File: config.mk
export PLATFORM = sky130hd
export DESIGN_NAME = imem_fetch_ctrl
export DESIGN_NICKNAME = d
export VERILOG_FILES = /design/src/rtl/imem_fetch_ctrl.sv
export SDC_FILE = /design/constraint.sdc
export NUM_CORES = 1
export LEC_CHECK = 0
export BUFFER_PORTS_ARGS = -buffer_cell sky130_fd_sc_hd__buf_2
export CAP_MARGIN = 20
export CORE_AREA = 4 4 89 91
export DETAILED_ROUTE_END_ITERATION = 6
export DIE_AREA = 0 0 93 95
export PLACE_DENSITY = 0.84
export SYNTH_ARGS = -nofsm -noshare
export SYNTH_HDL_FRONTEND = slang
export SYNTH_SLANG_ARGS = --single-unit
File: constraint.sdc
create_clock -name clk -period 5.1 [get_ports clk]
set_input_delay 0.255 -clock clk [delete_from_list [all_inputs] [get_ports clk]]
set_output_delay 0.255 -clock clk [all_outputs]
set_load 0.03 [all_outputs]
File: src/rtl/imem_fetch_ctrl.sv
// imem_fetch_ctrl: PC owner and 2-entry fetch queue feeding IF/ID, with redirect and halt control.
module imem_fetch_ctrl #(
  parameter int          INS_ADDRESS = 9,
  parameter int          INS_W       = 32,
  parameter int unsigned RESET_PC    = 0
) (
  input  logic                   clk,
  input  logic                   reset,
  output logic [INS_ADDRESS-1:0] imem_ra,
  input  logic [INS_W-1:0]       imem_rd,
  output logic                   if_valid,
  output logic [INS_W-1:0]       if_instr,
  output logic [INS_ADDRESS-1:0] if_pc,
  input  logic                   if_ready,
  input  logic                   redirect_valid,
  input  logic [INS_ADDRESS-1:0] redirect_pc,
  input  logic                   halt_req,
  output logic                   halted,
  output logic                   misalign_err
);
  typedef enum logic [1:0] {BOOT, RUN, HALT} state_t;
  state_t                 state_q, state_d;
  logic [INS_ADDRESS-1:0] pc_q, pc_d, pc0_q, pc0_d, pc1_q, pc1_d;
  logic [INS_W-1:0]       ins0_q, ins0_d, ins1_q, ins1_d;
  logic [1:0]             cnt_q, cnt_d, cnt_mid;
  logic                   halted_q, halted_d, mis_q, mis_d, pop, push;
  always_comb begin
    pop     = (cnt_q != 2'd0) && if_ready;
    push    = (state_q == RUN) && !halt_req && !redirect_valid && ((cnt_q != 2'd2) || pop);
    cnt_mid = cnt_q - {1'b0, pop};
    pc0_d   = pop ? pc1_q : pc0_q;
    ins0_d  = pop ? ins1_q : ins0_q;
    pc1_d   = pc1_q;
    ins1_d  = ins1_q;
    if (push && cnt_mid == 2'd0) begin
      pc0_d  = pc_q;
      ins0_d = imem_rd;
    end
    if (push && cnt_mid != 2'd0) begin
      pc1_d  = pc_q;
      ins1_d = imem_rd;
    end
    cnt_d   = cnt_mid + {1'b0, push};
    pc_d    = push ? pc_q + INS_ADDRESS'(4) : pc_q;
    state_d = (state_q == BOOT) ? RUN : halt_req ? HALT : RUN;
    mis_d   = mis_q;
    // a redirect flushes everything, including any same-cycle push or pop
    if (redirect_valid && state_q != BOOT) begin
      cnt_d   = 2'd0;
      pc_d    = {redirect_pc[INS_ADDRESS-1:2], 2'b00};
      state_d = halt_req ? HALT : RUN;
      mis_d   = mis_q | (redirect_pc[1:0] != 2'b00);
    end
    halted_d = (state_d == HALT) && (cnt_d == 2'd0);
  end
  always_ff @(posedge clk) begin
    if (!reset) begin
      state_q  <= BOOT;
      pc_q     <= INS_ADDRESS'(RESET_PC);
      cnt_q    <= 2'd0;
      pc0_q    <= '0;
      pc1_q    <= '0;
      ins0_q   <= '0;
      ins1_q   <= '0;
      halted_q <= 1'b0;
      mis_q    <= 1'b0;
    end else begin
      state_q  <= state_d;
      pc_q     <= pc_d;
      cnt_q    <= cnt_d;
      pc0_q    <= pc0_d;
      pc1_q    <= pc1_d;
      ins0_q   <= ins0_d;
      ins1_q   <= ins1_d;
      halted_q <= halted_d;
      mis_q    <= mis_d;
    end
  end
  assign imem_ra      = pc_q;
  assign if_valid     = cnt_q != 2'd0;
  assign if_pc        = if_valid ? pc0_q : '0;
  assign if_instr     = if_valid ? ins0_q : '0;
  assign halted       = halted_q;
  assign misalign_err = mis_q;
endmodule

# Yosys cells after proc, flatten, opt, wreduce, memory -nomap -nowiden
# Cells that the tools add are included.
# Widths: inputs -> output; s select.
dict set report totals {
  register_bits 97
  elab_cells 51
}
dict set report classes {
  addsub 3
  muxes 12
  eq_ne 3
  n_reduce_logical 21
  bitwise_logic 2
}
# operator count
set ops {}
lappend ops {{$mux 32} 3}
lappend ops {{$mux 9} 5}
lappend ops {{$reduce_bool 2->1} 6}
lappend ops {{$add 9x3->9 const B} 1}
lappend ops {{$logic_and 1x1->1} 8}
lappend ops {{$mux 2} 4}
lappend ops {{$logic_not 2->1} 3}
lappend ops {{$add 2x1->2} 1}
lappend ops {{$eq 2x1->1 const B} 1}
lappend ops {{$eq 2x2->1 const B} 1}
lappend ops {{$logic_not 1->1} 2}
lappend ops {{$ne 2x2->1 const B} 1}
lappend ops {{$reduce_or 2->1} 1}
lappend ops {{$sub 2x1->2} 1}
lappend ops {{$logic_or 1x1->1} 1}
lappend ops {{$not 1->1} 1}
lappend ops {{$or 1x1->1} 1}

# Longest topological paths before layout
dict set report logic_depth {
  word_depth 8
  mapped_depth 11
  mapped_depth_nobuf 9
}

# Worst setup path after synthesis
# OpenSTA, ideal clock, no wires.
dict set report synth_timing {
  path_kind {reg-to-reg}
  startpoint {register cnt_q[1]}
  endpoint {register ins1_q[10]}
  synth_period_minus_slack_ns 2.688
  stages_incl_launch_ff 12
  slack_ns 2.412
  required_ns 4.972
  n_path_buf 4
  arrival_ns 2.560
  path_cell_list {dfxtp_1 clkbuf_1 o21ai_1 clkbuf_1 inv_2 ha_1 o2bb2ai_1 a221oi_2 buf_4 buf_6 mux2i_1 nor2_1}
}
dict set report synth_via {
  elab_chain_len 5
  word_cells_on_any_way 8
  classes_between {add/sub: 1; eq/ne: 1; reduce/logical: 6}
}
# element line
set synth_lines {}
lappend synth_lines {{start: declaration} 25} ;# logic [1:0] cnt_q, cnt_d, cnt_mid;
lappend synth_lines {{start signal: assignment} 70} ;# cnt_q <= cnt_d;
lappend synth_lines {{$reduce_bool 2->1} 28} ;# pop = (cnt_q != 2'd0) && if_ready;
lappend synth_lines {{$logic_and 1x1->1} 28}
lappend synth_lines {{$sub 2x1->2 or $logic_or 1x1->1 (tied branches)} {30, 29}}
lappend synth_lines {{$reduce_bool 2->1 or $logic_and 1x1->1 (tied branches)} {39, 29}}
lappend synth_lines {{$logic_and 1x1->1 *} 39} ;# if (push && cnt_mid != 2'd0) begin
lappend synth_lines {{end signal: assignment} 74} ;# ins1_q <= ins1_d;
lappend synth_lines {{end: declaration} 24} ;# logic [INS_W-1:0] ins0_q, ins0_d, ins1_q, ins1_d;
# Mark *: on every way between the ends. The rest lies on a longest branch, timed or not.
# A chain may end at the register's enable or synchronous reset.

# Worst setup path after layout
# Ends and elaborated chain as after synthesis.

==> flow_summary.json <==
{
  "dr.pass1.iters": 4,
  "rr_endpoint": "ins1_q[10]$_SDFFE_PN0P_",
  "cap_viol_max_count": 0,
  "core_um2": 7140,
  "synth_edf_count": 0,
  "crit_type": "flop to flop",
  "netlist_area_um2": 4020,
  "hold_viol_final": 0,
  "final-seq-area_um2": 1820,
  "min_path_type": "input port to flop",
  "pwr-share-clk": 0.323,
  "antenna_found_initial": 0,
  "areaGrowthSynthToFinish_pct": 17.5,
  "worstPathMaxFanout": 27,
  "dieArea_um2": 8840,
  "synth_seq_area_share": 0.454,
  "path_clk_slew_ns": 0.09,
  "min_delay_worst_endpoint": "ins1_q[1]$_SDFFE_PN0P_",
  "drt-vias-per-instance": 5.32,
  "start_util": 0.563,
  "place_area_um2": 4520,
  "numPortBuffers": 94,
  "skew_ns": 0.00816,
  "fp.dieW_um": 93,
  "hpwl_um": 5520,
  "min_from": "imem_rd[1]",
  "wl_um": 8520,
  "antenna_cells": 0,
  "gp_congestion": 0.785,
  "clock_latency_ns": 0.35,
  "synthAdderAreaFrac": 0.00935,
  "holdPathStages": 3,
  "max_freq_mhz": 332,
  "synthCells": 425,
  "critical_path_required_ns": 5.31,
  "cts_tree": "yes",
  "wl_per_cell_um": 14.0,
  "status": "complete, no violations",
  "cp.arrival_ns": 3.22,
  "synth_top_cell_area_share": 0.454,
  "drive_above_1_share": 0.236,
  "combPwrFrac": 0.155,
  "max_slew_margin": 0.344,
  "p_leak_nw": 2.16,
  "synthFlopType": "dfxtp_1",
  "rrSetupSlack_ns": 2.09,
  "cts_resized": 0,
  "pwr-share-seq": 0.522,
  "cts_root_buf": "clkbuf_8",
  "ioPinCount": 99,
  "utilization": 0.661,
  "ys_top_cells_by_area": "dfxtp_1 45%, mux2i_1 20%, nor2_1 7.9%, a211oi_1 7.3%, nor2b_1 6.1%",
  "min_period_over_period": 0.591,
  "vias": 3227,
  "rsz0062_at_grt": "no",
  "ir_drop_mv": 0.237,
  "tns_ns": 0,
  "yosys_warnings": 0,
  "startpoint_type": "flop",
  "p_sw_uw": 409,
  "postLayoutCellArea_um2": 4720,
  "yosys_register_bits": 91,
  "synth.distinct_cells": 34,
  "ant_nets": 0,
  "synthXorXnorAreaFrac": 0.0153,
  "netSwitchingFraction": 0.277,
  "postCtsSetupBuffers": 0,
  "synth_compound_area_frac": 0.107,
  "cts.sinks": 91,
  "ff2ff_path_depth": 8,
  "async_flop_share": 0,
  "num_rows": 31,
  "critPathCaptureType": "flop",
  "worst_slew_pin_slew_ns": 0.977,
  "overflow": 0,
  "fp.dieH_um": 95,
  "nFillCells": 626,
  "grtUsageTotal": 0.198,
  "yosysTopAreaCell": "dfxtp_1",
  "fin_nets": 552,
  "synth_top_family_by_area": "multiplexers",
  "finalCriticalPeriod_ns": 3.01,
  "synth-simple-area-share": 0.170,
  "powerDensity_nw_per_um2": 313,
  "grt_pass1_vias": 3174,
  "multi_input_area_um2": 2050,
  "grt_start_max_net_pins": 81,
  "synthMuxAreaShare": 0.197,
  "maxSlewViolCount": 0,
  "drc": 0,
  "dr.first_iter.drc_count": 161,
  "numCtsBuffers": 9,
  "power.internal_mw": 1.07,
  "setup_viol": 0,
  "syn_area_per_cell_um2": 9.45,
  "grt_pass1_wl_um": 14100,
  "ys_top_cells_by_count": "91 x dfxtp_1, 85 x nor2_1, 79 x mux2i_1",
  "yosysMostFrequentCell": "dfxtp_1",
  "htree_levels": 3,
  "r2r_start": "cnt_q[1]$_SDFF_PN0_",
  "holdBufCountCts": 0,
  "clockBufferDepth": 2
}
==> cell families after synthesis <==
logic type,Yosys count
and+or+nand+nor,141
DFF,91
muxes,79
AOI/OAI and AO/OA,62
buffers and inverters,41
xor gates and xnor gates,7
adders and majority gates,3
other,1
==> metal layers <==
metal	routed length, um	vias up	part of all wire	GRT usage
li1	-	1610	-	-
met1	3880	1528	0.46	0.245
met2	4100	76	0.48	0.340
met3	409	13	0.048	0.0406
met4	123	0	0.014	0.0769
met5	0	-	0	0
==> how the worst max path moves through the flow <==
stage	cells after the start	slack, ns	endpoint	from
floorplan	11	2.41	ins1_q[10]$_SDFFE_PN0P_	cnt_q[1]$_SDFF_PN0_
global placement	8	2.17	pc1_q[3]$_SDFFE_PN0P_	cnt_q[1]$_SDFF_PN0_
finish	8	2.09	ins1_q[10]$_SDFFE_PN0P_	cnt_q[1]$_SDFF_PN0_
global route	8	1.95	ins1_q[16]$_SDFFE_PN0P_	cnt_q[1]$_SDFF_PN0_
detailed placement	8	2.08	ins1_q[6]$_SDFFE_PN0P_	cnt_q[1]$_SDFF_PN0_
CTS	8	2.06	ins1_q[10]$_SDFFE_PN0P_	cnt_q[1]$_SDFF_PN0_
==> stage by stage <==
step	instances	hold slack [ns]	total power, mW	worst slack, ns
finish	607	0.152	1.48	2.09
global route	607	0.161	1.55	1.95
CTS	607	0.138	1.49	2.06
detailed placement	591	0.462	1.02	2.08
global placement	591	0.453	1.01	2.17
floorplan	428	0.402	0.950	2.41
==> sequential cells by signal, indices dropped and copies added, names as in the netlist <==
signal,count
pc1_q,7
misalign_err,1
pc0_q,7
ins1_q,32
state_q,2
imem_ra,7
halted,1
cnt_q,2
ins0_q,32
==> power groups by stage <==
stage	Combinational (mW)	Clock, mW	Sequential (mW)
2_1_floorplan	0.160	0	0.790
3_3_place_gp	0.224	0	0.787
3_5_place_dp	0.231	0	0.788
4_1_cts	0.232	0.488	0.772
5_1_grt	0.251	0.517	0.777
6_report	0.229	0.477	0.772
==> critical path, stage by stage (launching register included) <==
cell	delay, ns
dfxtp_1	0.44
o21ai_4	0.21
inv_2	0.04
ha_1	0.35
o2bb2ai_1	0.19
a221oi_4	0.76
buf_4	0.54
mux2i_1	0.26
nor2_1	0.06
==> layout make-up <==
type / instances / share of cell area
multi-input cells: 296 / 0.434
repair buffers: 99 / 0.108
well taps: 99 / 0.0263
clock inverters: 5 / 0.0111
inverters: 6 / 0.00477
flip-flops and latches: 91 / 0.386
clock buffers: 11 / 0.0300
==> layout by cell type (no fill, tap or decap), drive strengths merged, types with 2 or more instances in the layout <==
master and n:
buf 99, dfxtp 91, nor2 85, mux2i 79, nor2b 39, a211oi 39
o21ai 12, clkbuf 11, a21oi 6, inv 6, xor2 5, conb 4
and3 3, nand3 3, ha 3, clkinv 3, and2 2, and4 2
nand4 2, xnor2 2
No activity file was read; power rests on OpenSTA's default activity.
